`src/rtl/ahb_mtx_rr_arb_if.sv`:
```
// Output-port bus bundle for the round-robin matrix arbiter.
// The slave modport is the arbiter's view; master is the driving side.
interface ahb_mtx_rr_arb_if #(
  parameter int NUM_PORTS = 4,
  parameter int PORT_W    = 3
);
  logic [NUM_PORTS-1:0] req;
  logic                 HREADYM;
  logic                 HSELM;
  logic [1:0]           HTRANSM;
  logic [2:0]           HBURSTM;
  logic                 HMASTLOCKM;
  logic [PORT_W-1:0]    addr_in_port;
  logic                 no_port;
  logic                 burst_hold;

  modport slave (
    input  req, HREADYM, HSELM, HTRANSM, HBURSTM, HMASTLOCKM,
    output addr_in_port, no_port, burst_hold
  );

  modport master (
    output req, HREADYM, HSELM, HTRANSM, HBURSTM, HMASTLOCKM,
    input  addr_in_port, no_port, burst_hold
  );
endinterface

```
`src/rtl/ahb_mtx_rr_arb.sv`:
```
// Round-robin output-stage arbiter for one AHB matrix slave port.
// Ownership is frozen during fixed-length bursts and locked sequences.
module ahb_mtx_rr_arb #(
  parameter int NUM_PORTS = 4,
  parameter int PORT_W    = 3
) (
  input logic             HCLK,
  input logic             HRESETn,
  ahb_mtx_rr_arb_if.slave bus
);

  typedef enum logic [1:0] {
    TR_IDLE   = 2'b00,
    TR_BUSY   = 2'b01,
    TR_NONSEQ = 2'b10,
    TR_SEQ    = 2'b11
  } htrans_e;

  logic [3:0]           r_cnt;
  logic                 r_hold;
  logic [PORT_W-1:0]    r_addr_in_port;
  logic                 r_no_port;

  htrans_e              w_trans;
  logic [3:0]           w_cnt_nxt;
  logic                 w_hold_nxt;
  logic                 w_cur_act;
  logic [NUM_PORTS-1:0] w_eff;
  logic                 w_hi_found;
  logic                 w_lo_found;
  logic [PORT_W-1:0]    w_hi_pick;
  logic [PORT_W-1:0]    w_lo_pick;
  logic [PORT_W-1:0]    w_addr_nxt;
  logic                 w_no_port_nxt;

  assign w_trans   = htrans_e'(bus.HTRANSM);
  assign w_cur_act = bus.HSELM & (w_trans != TR_IDLE);

  // Beats remaining in a fixed-length burst; hold stays set until the last SEQ.
  always_comb begin
    w_cnt_nxt  = r_cnt;
    w_hold_nxt = r_hold;
    if (bus.HREADYM) begin
      if (!bus.HSELM) begin
        w_cnt_nxt  = 4'd0;
        w_hold_nxt = 1'b0;
      end else begin
        unique case (w_trans)
          TR_NONSEQ: begin
            unique case (bus.HBURSTM)
              3'b110, 3'b111: begin w_cnt_nxt = 4'd15; w_hold_nxt = 1'b1; end
              3'b100, 3'b101: begin w_cnt_nxt = 4'd7;  w_hold_nxt = 1'b1; end
              3'b010, 3'b011: begin w_cnt_nxt = 4'd3;  w_hold_nxt = 1'b1; end
              default:        begin w_cnt_nxt = 4'd0;  w_hold_nxt = 1'b0; end
            endcase
          end
          TR_SEQ: begin
            if (r_cnt == 4'd0) begin
              w_cnt_nxt  = 4'd0;
              w_hold_nxt = 1'b0;
            end else begin
              w_cnt_nxt  = r_cnt - 4'd1;
              w_hold_nxt = (r_cnt == 4'd1) ? 1'b0 : r_hold;
            end
          end
          TR_BUSY: begin
            w_cnt_nxt  = r_cnt;
            w_hold_nxt = r_hold;
          end
          default: begin
            w_cnt_nxt  = 4'd0;
            w_hold_nxt = 1'b0;
          end
        endcase
      end
    end
  end

  // Round-robin search: first requester above the current owner, else wrap from 0.
  always_comb begin
    w_eff      = bus.req;
    w_hi_found = 1'b0;
    w_lo_found = 1'b0;
    w_hi_pick  = r_addr_in_port;
    w_lo_pick  = r_addr_in_port;
    for (int i = 0; i < NUM_PORTS; i++) begin
      if (PORT_W'(i) == r_addr_in_port) begin
        w_eff[i] = bus.req[i] | w_cur_act;
      end
    end
    for (int i = 0; i < NUM_PORTS; i++) begin
      if (w_eff[i] && (PORT_W'(i) > r_addr_in_port) && !w_hi_found) begin
        w_hi_found = 1'b1;
        w_hi_pick  = PORT_W'(i);
      end
      if (w_eff[i] && (PORT_W'(i) <= r_addr_in_port) && !w_lo_found) begin
        w_lo_found = 1'b1;
        w_lo_pick  = PORT_W'(i);
      end
    end
  end

  // Lock or a live burst (using next-cycle hold) pins the current owner.
  always_comb begin
    w_addr_nxt    = r_addr_in_port;
    w_no_port_nxt = 1'b0;
    if (bus.HMASTLOCKM || w_hold_nxt) begin
      w_addr_nxt = r_addr_in_port;
    end else if (w_hi_found) begin
      w_addr_nxt = w_hi_pick;
    end else if (w_lo_found) begin
      w_addr_nxt = w_lo_pick;
    end else if (bus.HSELM) begin
      w_addr_nxt = r_addr_in_port;
    end else begin
      w_no_port_nxt = 1'b1;
    end
  end

  always_ff @(posedge HCLK or negedge HRESETn) begin
    if (!HRESETn) begin
      r_cnt          <= 4'd0;
      r_hold         <= 1'b0;
      r_addr_in_port <= '0;
      r_no_port      <= 1'b1;
    end else begin
      r_cnt  <= w_cnt_nxt;
      r_hold <= w_hold_nxt;
      if (bus.HREADYM) begin
        r_addr_in_port <= w_addr_nxt;
        r_no_port      <= w_no_port_nxt;
      end
    end
  end

  assign bus.addr_in_port = r_addr_in_port;
  assign bus.no_port      = r_no_port;
  assign bus.burst_hold   = r_hold;

endmodule

```
`src/flat_wrapper.sv`:
```
// flat-port wrapper written by rule: the top's interface ports become plain ports
module ahb_mtx_rr_arb_flat 
#(
  parameter int NUM_PORTS = 4,
  parameter int PORT_W    = 3
)
  (HCLK, HRESETn, bus_req, bus_HREADYM, bus_HSELM, bus_HTRANSM, bus_HBURSTM, bus_HMASTLOCKM, bus_addr_in_port, bus_no_port, bus_burst_hold);
  ahb_mtx_rr_arb_if #(.NUM_PORTS(NUM_PORTS), .PORT_W(PORT_W)) bus_i ();
  input logic HCLK;
  input logic HRESETn;
  input wire logic [$bits(bus_i.req)-1:0] bus_req;
  input wire logic [$bits(bus_i.HREADYM)-1:0] bus_HREADYM;
  input wire logic [$bits(bus_i.HSELM)-1:0] bus_HSELM;
  input wire logic [$bits(bus_i.HTRANSM)-1:0] bus_HTRANSM;
  input wire logic [$bits(bus_i.HBURSTM)-1:0] bus_HBURSTM;
  input wire logic [$bits(bus_i.HMASTLOCKM)-1:0] bus_HMASTLOCKM;
  output wire logic [$bits(bus_i.addr_in_port)-1:0] bus_addr_in_port;
  output wire logic [$bits(bus_i.no_port)-1:0] bus_no_port;
  output wire logic [$bits(bus_i.burst_hold)-1:0] bus_burst_hold;
  assign bus_i.req = bus_req;
  assign bus_i.HREADYM = bus_HREADYM;
  assign bus_i.HSELM = bus_HSELM;
  assign bus_i.HTRANSM = bus_HTRANSM;
  assign bus_i.HBURSTM = bus_HBURSTM;
  assign bus_i.HMASTLOCKM = bus_HMASTLOCKM;
  assign bus_addr_in_port = bus_i.addr_in_port;
  assign bus_no_port = bus_i.no_port;
  assign bus_burst_hold = bus_i.burst_hold;
  ahb_mtx_rr_arb #(.NUM_PORTS(NUM_PORTS), .PORT_W(PORT_W)) u_core (.HCLK(HCLK), .HRESETn(HRESETn), .bus(bus_i));
endmodule
```
`config.mk`:
```
export PLATFORM = sky130hd
export DESIGN_NAME = ahb_mtx_rr_arb_flat
export DESIGN_NICKNAME = d
export VERILOG_FILES = /design/src/rtl/ahb_mtx_rr_arb_if.sv /design/src/rtl/ahb_mtx_rr_arb.sv /design/src/flat_wrapper.sv
export SDC_FILE = /design/constraint.sdc
export NUM_CORES = 1
export LEC_CHECK = 0
export BUFFER_PORTS_ARGS = -buffer_cell sky130_fd_sc_hd__buf_2
export CAP_MARGIN = 5
export CORE_MARGIN = 2
export CORE_UTILIZATION = 44
export CTS_CLUSTER_DIAMETER = 60
export DETAILED_ROUTE_END_ITERATION = 8
export GPL_ROUTABILITY_DRIVEN = 1
export PLACE_DENSITY = 0.78
export SLEW_MARGIN = 40
export SYNTH_ARGS = -nofsm -noshare
export SYNTH_HDL_FRONTEND = slang
export SYNTH_SLANG_ARGS = --single-unit
export TNS_END_PERCENT = 5
```
`constraint.sdc`:
```
create_clock -name HCLK -period 1.57 [get_ports HCLK]
set_clock_uncertainty 0.15 [all_clocks]
set_input_delay 0.0785 -clock HCLK [delete_from_list [all_inputs] [get_ports HCLK]]
set_output_delay 0.0785 -clock HCLK [all_outputs]
set_load 0.01 [all_outputs]
```
==> impl_metrics.yaml <==
run_status:
  status: "finished clean"
critical_path:
  rr_endpoint: "u_core.bus.addr_in_port[1]$_DFFE_PN0P_"
  worstReg2RegStart: "u_core.r_cnt[3]$_DFFE_PN0P_"
  rrSetupSlack_ns: 0.05
  worst_setup_path_start_kind: "register"
  cp.required_ns: 1.53
  crit_path_end_kind: "register"
  crit_arrival_ns: 1.48
  critPathMaxFanout: 4
  worstRegToRegCells: 5
  critPathKind: "register to register"
flow_run:
  cap_violations: 0
yosys:
  seq_area_frac_synth: 0.310
  synthCells: 80
  yosys-top-cells-count: "nand2_1 (10), o21ai_0 (8), dfrtp_1 (7)"
  synth.most_common_cell: "nand2_1"
  synth-edff-count: 0
  syn_area_um2: 649
  yosysUniqueCellTypes: 35
  ys_async_sr_fraction: 1.00
  syn_nets: 94
  yosysWarnings: 0
  synth_area_leaders: "dfrtp_1 (27%), o21ai_0 (6.2%), nand2_1 (5.8%)"
  synth_top_area_frac: 0.270
  synth_top_area_cell: "dfrtp_1"
  syn_area_per_cell_um2: 8.12
  synth-seq-cells: 8
  synth-main-ff-cell: "dfrtp_1"
global_routing:
  gr-total-overflow: 0
  grt_use_total: 0.215
  antenna_found_initial: 0
  grt_pass1_wl_um: 2950
  grt_pass1_vias: 638
  grt_max_degree: 11
timing:
  setup_ws_ns: 0.0517
  setup_viol: 0
  period_share: 0.967
  finalCriticalPeriod_ns: 1.52
  finalMaxSlewViolations: 0
  clock.fmax_mhz: 659
  final_hold_viol_count: 0
  rsz0062_at_grt: "yes"
clock_tree:
  cts_tree: "built"
  insertion_delay_ns: 0.27
  cts_sinks: 8
  cts_htree_levels: 1
  cts_buffers: 3
  clockBufferDepth: 2
  clk_pin_slew_ns: 0.07
  cts_root_buffer: "clkbuf_4"
placement:
  finalWeightedCongestion: 0.957
  dp_hpwl_um: 1180
  placed_area_um2: 748
  place_worst_setup_slack_ns: -0.0350
  port_buffers: 16
layout:
  num-fill-cells: 107
  fin_nets: 123
  fin_area_um2: 856
  antennaDiodeCount: 0
  area_growth_pct: 31.8
  drive_gt1_frac: 0.306
  post-route-util: 0.642
routing:
  dr.pass1.iters: 5
  route.detailed.drc: 0
  vias_per_cell: 5.86
  vias: 721
  routedWlPerCell_um: 14.0
  drtIter0Drc: 17
  ant_nets: 0
  drt-total-wl_um: 1730
power_and_ir_drop:
  ir_worst_vdd_mv: 0.541
  power.density_mw_per_mm2: 880
  leakage_uw: 0.000401
  totalPowerFinal_uw: 753
floorplanning:
  std_cell_rows: 13
  start_util: 0.487
  dieWidth_um: 42.4
  io-pin-count: 19
  core-area_mm2: 0.00133
  dieArea_mm2: 0.00180
  fp.dieH_um: 42.4
min_path:
  min_path_type: "input port to async pin"
[repair_timing]
| action | in CTS | in global routing |
|---|---|---|
| setup buffers | 3 | 0 |
| endpoints found under the hold margin | 11 | 0 |
| setup endpoints to repair | 2 | 5 |
| hold buffers | 4 | 0 |
| gates resized for setup | 0 | 3 |
| pin swaps | 2 | 6 |
[worst max path at each step]
stage / startpoint / endpoint / slack, ns
2_1_floorplan: u_core.r_cnt[1]$_DFFE_PN0P_ / u_core.bus.addr_in_port[1]$_DFFE_PN0P_ / 0.08
3_3_place_gp: u_core.r_cnt[1]$_DFFE_PN0P_ / u_core.bus.addr_in_port[1]$_DFFE_PN0P_ / 0.006
3_5_place_dp: u_core.r_cnt[1]$_DFFE_PN0P_ / u_core.bus.addr_in_port[1]$_DFFE_PN0P_ / -0.03
4_1_cts: u_core.r_cnt[3]$_DFFE_PN0P_ / u_core.bus.addr_in_port[1]$_DFFE_PN0P_ / -0.04
5_1_grt: u_core.r_cnt[3]$_DFFE_PN0P_ / u_core.bus.addr_in_port[1]$_DFFE_PN0P_ / -0.03
6_report: u_core.r_cnt[3]$_DFFE_PN0P_ / u_core.bus.addr_in_port[1]$_DFFE_PN0P_ / 0.05
[power breakdown]
group          leakage [µW]  switching (µW)  internal, µW  total [µW]
clock network     0.0000150            81.9          97.5         179
registers          0.000102            50.1           237         287
logic              0.000284             147           140         287
total              0.000401             279           475         753
[per-stage QoR]
stage / setup TNS, ns / instances / hold WS, ns
after CTS: -0.0354 / 123 / 0.0283
after global placement: 0 / 112 / -0.225
final: 0 / 123 / 0.0174
after detailed placement: -0.0350 / 112 / -0.227
after floorplan: 0 / 80 / -0.367
after global routing: -0.0468 / 123 / 0.0367
[worst max-delay path, stage by stage, from the launching register on]
cell and delay [ns]:
dfrtp_1 0.42, nor3_4 0.21, a21oi_2 0.09, o31ai_4 0.23
a31o_1 0.18, a31oi_1 0.08
[area by class of cell]
cell class / instances / area (µm²) / area share
inverters: 4 / 15.0 / 0.0175
repair buffers: 27 / 173 / 0.202
flip-flops and latches: 8 / 201 / 0.235
clock buffers: 4 / 26.3 / 0.0307
well taps: 15 / 18.8 / 0.0219
multi-input cells: 65 / 422 / 0.493
[state kept, by name, indices dropped and copies added (netlist names)]
name                     cells
u_core.r_cnt                 4
u_core.bus.burst_hold        1
u_core.bus.no_port           1
u_core.bus.addr_in_port      2
[metal layers]
layer,global-route usage,up-vias,routed length (µm)
met4,0.0750,0,26
met3,0.0259,6,61
met1,0.303,334,846
met5,0,-,0
met2,0.335,24,790
li1,-,357,-
[kinds of logic (layout without fill, tap and decap cells)]
group | Yosys count | after routing | synth area share
flops | 8 | 8 | 0.310
other cells | 1 | 1 | 0.00577
simple gates | 32 | 32 | 0.276
compound gates | 32 | 32 | 0.339
buf+inv | 7 | 35 | 0.0694
[cells in the final DEF, fill, tap and decap left out, types with 3 or more instances in the layout]
cell           netlist  final
inv_1                4      4
o21ai_0              8      8
buf_4                1      7
buf_2                0     16
dlygate4sd3_1        0      4
a31oi_1              5      5
nor2_1               6      6
nand2_1             10     10
nand2b_1             3      3
dfrtp_1              7      7
o21ai_1              3      3
clkbuf_4             0      3
Power figures use the tool's default switching activity.
